**config.mk**
```make
export PLATFORM = sky130hd
export DESIGN_NAME = barrel_shifter_pipe
export DESIGN_NICKNAME = d
export VERILOG_FILES = /design/src/rtl/barrel_shifter_pipe.sv
export SDC_FILE = /design/constraint.sdc
export NUM_CORES = 1
export LEC_CHECK = 0
export CORE_MARGIN = 2
export CORE_UTILIZATION = 51
export DETAILED_ROUTE_END_ITERATION = 16
export HOLD_SLACK_MARGIN = 0.02
export PLACE_DENSITY = 0.83
export SLEW_MARGIN = 25
export SYNTH_ARGS = -nofsm -noshare
export SYNTH_HDL_FRONTEND = slang
export SYNTH_SLANG_ARGS = --single-unit
```
**constraint.sdc**
```tcl
create_clock -name clk -period 3.9 [get_ports clk]
set_input_delay 0.78 -clock clk [delete_from_list [all_inputs] [get_ports clk]]
set_output_delay 0.78 -clock clk [all_outputs]
set_load 0.005 [all_outputs]
```
**src/rtl/barrel_shifter_pipe.sv**
```systemverilog
// Pipelined barrel shifter: one register stage per shift-amount bit, with a
// valid/ready handshake on both sides and a global advance enable.
//
// Ports:
//   clk        rising-edge clock
//   rst        synchronous active-high reset
//   in_valid   input beat present on in_data/in_amt/in_mode
//   in_ready   block accepts a beat this cycle (combinational, = advance)
//   in_data    operand, WIDTH bits
//   in_amt     shift distance, LOG2W bits
//   in_mode    00 SLL, 01 SRL, 10 SRA, 11 ROL
//   out_valid  out_data holds a result
//   out_ready  consumer accepts out_data this cycle
//   out_data   shifted result, driven straight from the last stage register
module barrel_shifter_pipe #(
  parameter int unsigned WIDTH = 8,
  parameter int unsigned LOG2W = 3
) (
  input  logic             clk,
  input  logic             rst,
  input  logic             in_valid,
  output logic             in_ready,
  input  logic [WIDTH-1:0] in_data,
  input  logic [LOG2W-1:0] in_amt,
  input  logic [1:0]       in_mode,
  output logic             out_valid,
  input  logic             out_ready,
  output logic [WIDTH-1:0] out_data
);

  localparam int unsigned LAST   = LOG2W - 1;
  localparam int unsigned AMT_RW = LOG2W - 1;

  localparam logic [1:0] MODE_SLL = 2'b00;
  localparam logic [1:0] MODE_SRL = 2'b01;
  localparam logic [1:0] MODE_SRA = 2'b10;

  // Elaboration-time parameter sanity check.
  if (WIDTH < 4 || WIDTH > 64 || WIDTH != (32'd1 << LOG2W)) begin : g_bad_param
    $error("barrel_shifter_pipe: WIDTH must be a power of two in 4..64 and LOG2W = log2(WIDTH)");
  end

  // Fixed-distance shift for one stage; sh is a constant per call site.
  // SRA fill uses the sign captured at acceptance, not the current MSB.
  function automatic logic [WIDTH-1:0] shift_stage(
    input logic [WIDTH-1:0] d,
    input logic [1:0]       mode,
    input logic             sign,
    input int unsigned      sh
  );
    logic [WIDTH-1:0] fill;
    fill = {WIDTH{sign}} << (WIDTH - sh);
    case (mode)
      MODE_SLL: return d << sh;
      MODE_SRL: return d >> sh;
      MODE_SRA: return fill | (d >> sh);
      default:  return (d << sh) | (d >> (WIDTH - sh));
    endcase
  endfunction

  // Stage inputs (from the port for stage 0, else from the previous register).
  logic [WIDTH-1:0] src_data  [LOG2W];
  logic [LOG2W-1:0] src_amt   [LOG2W];
  logic [1:0]       src_mode  [LOG2W];
  logic             src_sign  [LOG2W];
  logic             src_valid [LOG2W];
  logic [WIDTH-1:0] stage_d   [LOG2W];

  // Stage registers; amt/mode/sign are not needed past the last stage.
  logic [WIDTH-1:0]  data_q  [LOG2W];
  logic              valid_q [LOG2W];
  logic [AMT_RW-1:0] amt_q   [LAST];
  logic [1:0]        mode_q  [LAST];
  logic              sign_q  [LAST];

  logic adv;

  assign adv       = ~valid_q[LAST] | out_ready;
  assign in_ready  = adv;
  assign out_valid = valid_q[LAST];
  assign out_data  = data_q[LAST];

  for (genvar k = 0; k < LOG2W; k++) begin : g_stage
    if (k == 0) begin : g_head
      assign src_data[k]  = in_data;
      assign src_amt[k]   = in_amt;
      assign src_mode[k]  = in_mode;
      assign src_sign[k]  = in_data[WIDTH-1];
      assign src_valid[k] = in_valid;
    end else begin : g_body
      // Remaining amt bits are kept right-aligned so bit 0 is always "this stage".
      assign src_data[k]  = data_q[k-1];
      assign src_amt[k]   = {1'b0, amt_q[k-1]};
      assign src_mode[k]  = mode_q[k-1];
      assign src_sign[k]  = sign_q[k-1];
      assign src_valid[k] = valid_q[k-1];
    end

    assign stage_d[k] = src_amt[k][0]
                      ? shift_stage(src_data[k], src_mode[k], src_sign[k], (32'd1 << k))
                      : src_data[k];
  end

  // The last stage consumes only bit 0 of its amount field.
  logic unused_amt;
  assign unused_amt = ^src_amt[LAST][LOG2W-1:1];

  // Stage registers: all advance together on adv, all hold otherwise.
  always_ff @(posedge clk) begin
    if (rst) begin
      for (int unsigned i = 0; i < LOG2W; i++) begin
        valid_q[i] <= 1'b0;
        data_q[i]  <= '0;
      end
      for (int unsigned i = 0; i < LAST; i++) begin
        amt_q[i]  <= '0;
        mode_q[i] <= '0;
        sign_q[i] <= 1'b0;
      end
    end else if (adv) begin
      for (int unsigned i = 0; i < LOG2W; i++) begin
        valid_q[i] <= src_valid[i];
        data_q[i]  <= stage_d[i];
      end
      for (int unsigned i = 0; i < LAST; i++) begin
        amt_q[i]  <= src_amt[i][LOG2W-1:1];
        mode_q[i] <= src_mode[i];
        sign_q[i] <= src_sign[i];
      end
    end
  end

endmodule
```
== After elaboration in Yosys (flattened, before gate mapping) ==
Memories as Yosys holds them, arrays and structs flattened.
Index checks and enable logic that the tools add are counted.
Storage, ports and cells
  flip-flop bits (word level): 0
  memory bits (writable): 37
  bits of input ports: 17
  output and inout port bits: 10
  logic and storage cells: 57
  memories kept: 5
Operators by class
  equality and inequality tests: 6
  mux-type cells: 23
  bitwise operators: 20
  reduce and logical (&&, ||, !) cells: 3
Memories
  data_q: depth 3, width 8, rd ports 3, clocked after Yosys merged registers in 0, wr ports 3, line 70  | logic [WIDTH-1:0] data_q [LOG2W];
  amt_q: depth 2, width 2, rd ports 2, clocked after Yosys merged registers in 0, wr ports 2, line 72  | logic [AMT_RW-1:0] amt_q [LAST];
  mode_q: depth 2, width 2, rd ports 2, clocked after Yosys merged registers in 0, wr ports 2, line 73  | logic [1:0] mode_q [LAST];
  valid_q: depth 3, width 1, rd ports 3, clocked after Yosys merged registers in 0, wr ports 3, line 71  | logic valid_q [LOG2W];
  sign_q: depth 2, width 1, rd ports 2, clocked after Yosys merged registers in 0, wr ports 2, line 74  | logic sign_q [LAST];
Operators with widths (count)
  $pmux 8 s3: 3
  $mux 8: 6
  $or 8x4->8: 2
  $or 1x1->1: 13
  $mux 1: 10
  $mux 2: 4
  $or 8x1->8: 1
  $or 8x2->8: 1
  $or 8x6->8: 1
  $or 8x7->8: 1
  $eq 2x1->1 const B: 3
  $eq 2x2->1 const B: 3
  $logic_not 2->1: 3
  $not 1->1: 1

== Logic depth before layout (Yosys ltp) ==
An unclocked memory read counts as a cell.
  depth in word-level cells: 7
  mapped depth: 5
  mapped depth without buffers: 3

== Least setup slack after synthesis ==
Ideal clock, no wire load.
  path kind: input to register
  from: in out_ready
  to: mem amt_q[0][0] (netlist bit) (enable)
  arrival: 1454 ps
  setup slack: 2069 ps
  cell stages on the path: 2
  buffers on the path: 0
  cell sequence: nand2b_1 > or2_2
RTL lines
  from (decl): line 27  | input logic out_ready,
  to (decl): line 72

== Worst setup path after layout ==
  from: in out_ready
  to: out in_ready
Between the ends
  word-level cells in the longest chain between the ends: 1
Ends and longest elaborated chain
  $or 1x1->1: line 78  | assign adv = ~valid_q[LAST] | out_ready;
  to (decl): line 22  | output logic in_ready,
No other way between the ends.

==> results by group <==
Status
  – Outcome: finished clean

Finish
  – Commonest cells after routing, fill and taps aside: sky130_fd_sc_hd__edfxtp_1, sky130_fd_sc_hd__clkdlybuf4s50_1, sky130_fd_sc_hd__nor2_1
  – Most common cell after layout, fill and taps aside: sky130_fd_sc_hd__edfxtp_1
  – Post-layout util: 62.2%
  – Number of fillers in the final layout: 287
  – Share of post-route cells with drive strength above 1: 8.52%
  – Cell area after layout: 2130 um^2
  – Growth of design area from synthesis to finish: 14.6%
  – Net count, final: 193
  – Number of antenna repair diodes: 0

Global route
  – Met2 global-route usage: 31.0%
  – Pin count of the biggest net entering global routing: 37
  – Met1 usage: 15.0%
  – Grt peak-use layer: met2
  – Global-route wire length before repair: 5020 um
  – Met3 track demand over resource: 3.17%
  – GRT overflow: 0
  – Overall routing resource usage: 15.9%
  – Vias in the first global route: 1216
  – Number of antenna violations at the first check in global routing: 0

Floorplanning
  – CORE AREA: 3420 um^2
  – Height of the die: 64.3 um
  – # rows: 21
  – Horizontal extent of the die: 64.3 um
  – Io pins: 27
  – Starting density of the core: 54.3%
  – Die Area: 4130 um^2

Route
  – Detail-routed net length per standard cell: 13.4 um
  – Final wirelength: 2980 um
  – Starting DRT DRC Count: 93
  – Final routed DRC violation total: 0
  – Routed vias: 1244
  – TritonRoute pass-1 iters: 4
  – Post-DRT Antenna Nets: 0
  – Vias/cell: 5.60

Setup path
  – RR Endpoint: data_q[0][15]
  – Worst setup EP type: output port
  – Reg2reg path depth: 3
  – Worst Path Arrival: 1.91 ns
  – Required time reported for the critical path endpoint: 3.12 ns
  – Launch point of the worst path: out_ready
  – WS Path Type: in -> out
  – Flop2flop setup slack: 2.21 ns
  – Type of element launching the critical path: input pin
  – Worst R2R Start: valid_q[0][2]
  – Maximum fanout along the worst path: 4

Pwr
  – Register share of total power: 62.2%
  – Power dissipated by switching net loads: 0.000185 W
  – Static leakage: 0.798 nW
  – Total chip power: 0.000778 W
  – Power density cells: 366 nW/um^2
  – Relative contribution of the clock network to total power: 22.5%
  – Logic pwr share: 15.3%
  – Switching Fraction: 23.8%
  – Internal Dissipation: 0.000592 W
  – Worst vdd rail ir drop: 0.178 mV

Timing
  – RSZ-0062 raised after global routing: no
  – Highest Clock Rate: 372 MHz
  – Final Slew Violations: 0
  – Post-route worst hold slack: 0.533 ns
  – Setup clock skew after layout: 0.00729 ns
  – Final Hold Fails: 0
  – Measured slew at the worst slew-check pin: 0.954 ns
  – Final sum of negative setup slack: 0 ns
  – Final setup fails: 0
  – Max transition margin: 36.4%
  – Post-layout min period: 2.69 ns
  – Post-route fraction of the period consumed by the critical path: 68.9%

Logic synthesis
  – Flip-flop and latch count after synthesis: 36
  – Synthesized cell area: 1850 um^2
  – Share of synthesized area occupied by flip-flops and latches: 58.3%
  – Count of mapped cells out of synthesis: 159
  – Average cell area after synthesis: 11.7 um^2
  – Synth cell types: 26
  – Warnings from Yosys: 0
  – Net count after synthesis: 176

Job
  – Max-cap viol count: 0

Place
  – DPL Wire Length: 2170 um
  – GPL Wtd Cong: 0.934
  – Number of buffers added on ports: 26
  – Placed Instance Area: 2080 um^2

Worst hold path
  – Cell depth of the worst min-delay path: 1
  – Min-delay src: amt_q[0][1]
  – Tightest Hold Check Type: reg -> reg
  – Endpoint, Worst Hold: amt_q[0][2]

Clock network
  – # clock sinks: 36
  – Clock Path Buffers: 2
  – Clock-pin slew on the worst setup and hold paths: 0.10 ns
  – Cts bufs inserted: 5
  – Insertion delay of the later-clocked pin in the worst-skew pair: 0.32 ns
  – Hold-fix buffers, CTS: 0
  – Total number of H-tree levels: 2
  – Number of instances resized during post-cts repair: 0
  – Clock tree from TritonCTS: built
  – CTS root buf: sky130_fd_sc_hd__clkbuf_4
  – Number of setup buffers added after CTS: 0
==> per-stage QoR <==
| step | cells | setup WS, ns |
|---|---|---|
| floorplan | 159 | 2.07 |
| global placement | 215 | 1.25 |
| detailed placement | 215 | 1.21 |
| CTS | 222 | 1.19 |
| global route | 222 | 1.18 |
| finish | 222 | 1.21 |
==> sequential cells by signal, summed over array words and instances (netlist names) <==
signal,cells
mode_q,4
sign_q,2
amt_q,3
valid_q,3
data_q,24
==> cell families (layout without fill, tap and decap cells) <==
logic type,after synthesis,after routing,share of synthesized area [%]
mux,13,13,7.22
buf+inv,21,38,6.01
xor+xnor,3,3,2.83
simple gates,59,59,15.4
compound gates,27,27,10.3
flops,36,36,58.3
==> cell usage after synthesis, drive strengths merged <==
library cell | n | share of area (%)
inv | 5 | 1.0
o21ai | 1 | 0.27
xnor2 | 3 | 2.8
and2 | 11 | 3.8
and2b | 1 | 0.47
a221oi | 3 | 1.4
or2 | 2 | 0.67
a21oi | 4 | 1.1
buf | 10 | 3.8
mux2i | 10 | 5.4
nor2 | 21 | 4.3
a211oi | 16 | 6.5
nand2 | 10 | 2.0
mux2 | 3 | 1.8
nand4 | 1 | 0.34
nor2b | 3 | 1.0
clkbuf | 6 | 1.2
nand3 | 5 | 1.3
a31oi | 3 | 1.0
nor3 | 3 | 0.81
nand2b | 2 | 0.67
edfxtp | 36 | 58
==> metal layers <==
metal,up-vias,wire length [um],part of all wire [%]
li1,605,-,-
met1,600,1100,37
met2,35,1720,58
met3,4,101,3.4
met4,0,51,1.7
met5,-,0,0
==> critical path, stage by stage <==
cell	delay [ns]
sky130_fd_sc_hd__clkdlybuf4s50_1	0.44
sky130_fd_sc_hd__nand2b_1	0.16
sky130_fd_sc_hd__clkdlybuf4s50_1	0.52
==> power groups by stage <==
stage / Combinational [W] / Sequential [W] / Clock, W
final: 0.000119 / 0.000483 / 0.000175
after global routing: 0.000131 / 0.000486 / 0.000200
after CTS: 0.000120 / 0.000483 / 0.000178
after detailed placement: 0.000120 / 0.000492 / 0
after global placement: 0.000114 / 0.000489 / 0
after floorplan: 0.0000848 / 0.000483 / 0
==> worst max-delay path by stage <==
stage | slack [ns] | to | cells past startpoint
3_5_place_dp | 1.21 | in_ready | 3
5_1_grt | 1.18 | in_ready | 3
6_report | 1.21 | in_ready | 3
2_1_floorplan | 2.07 | amt_q[0][0] | 2
3_3_place_gp | 1.25 | in_ready | 3
4_1_cts | 1.19 | in_ready | 3
==> area by class of cell <==
| class | instances | area (um^2) | share of cell area, % |
|---|---|---|---|
| Sequential cell | 36 | 1080 | 50.9 |
| Multi-Input combinational cell | 102 | 662 | 31.1 |
| Timing Repair Buffer | 26 | 260 | 12.2 |
| Tap cell | 46 | 57.6 | 2.71 |
| Clock buffer | 6 | 41.3 | 1.94 |
| Inverter | 5 | 18.8 | 0.883 |
| Clock inverter | 1 | 5.00 | 0.235 |
Note: power is estimated with default switching activity, not from simulation.
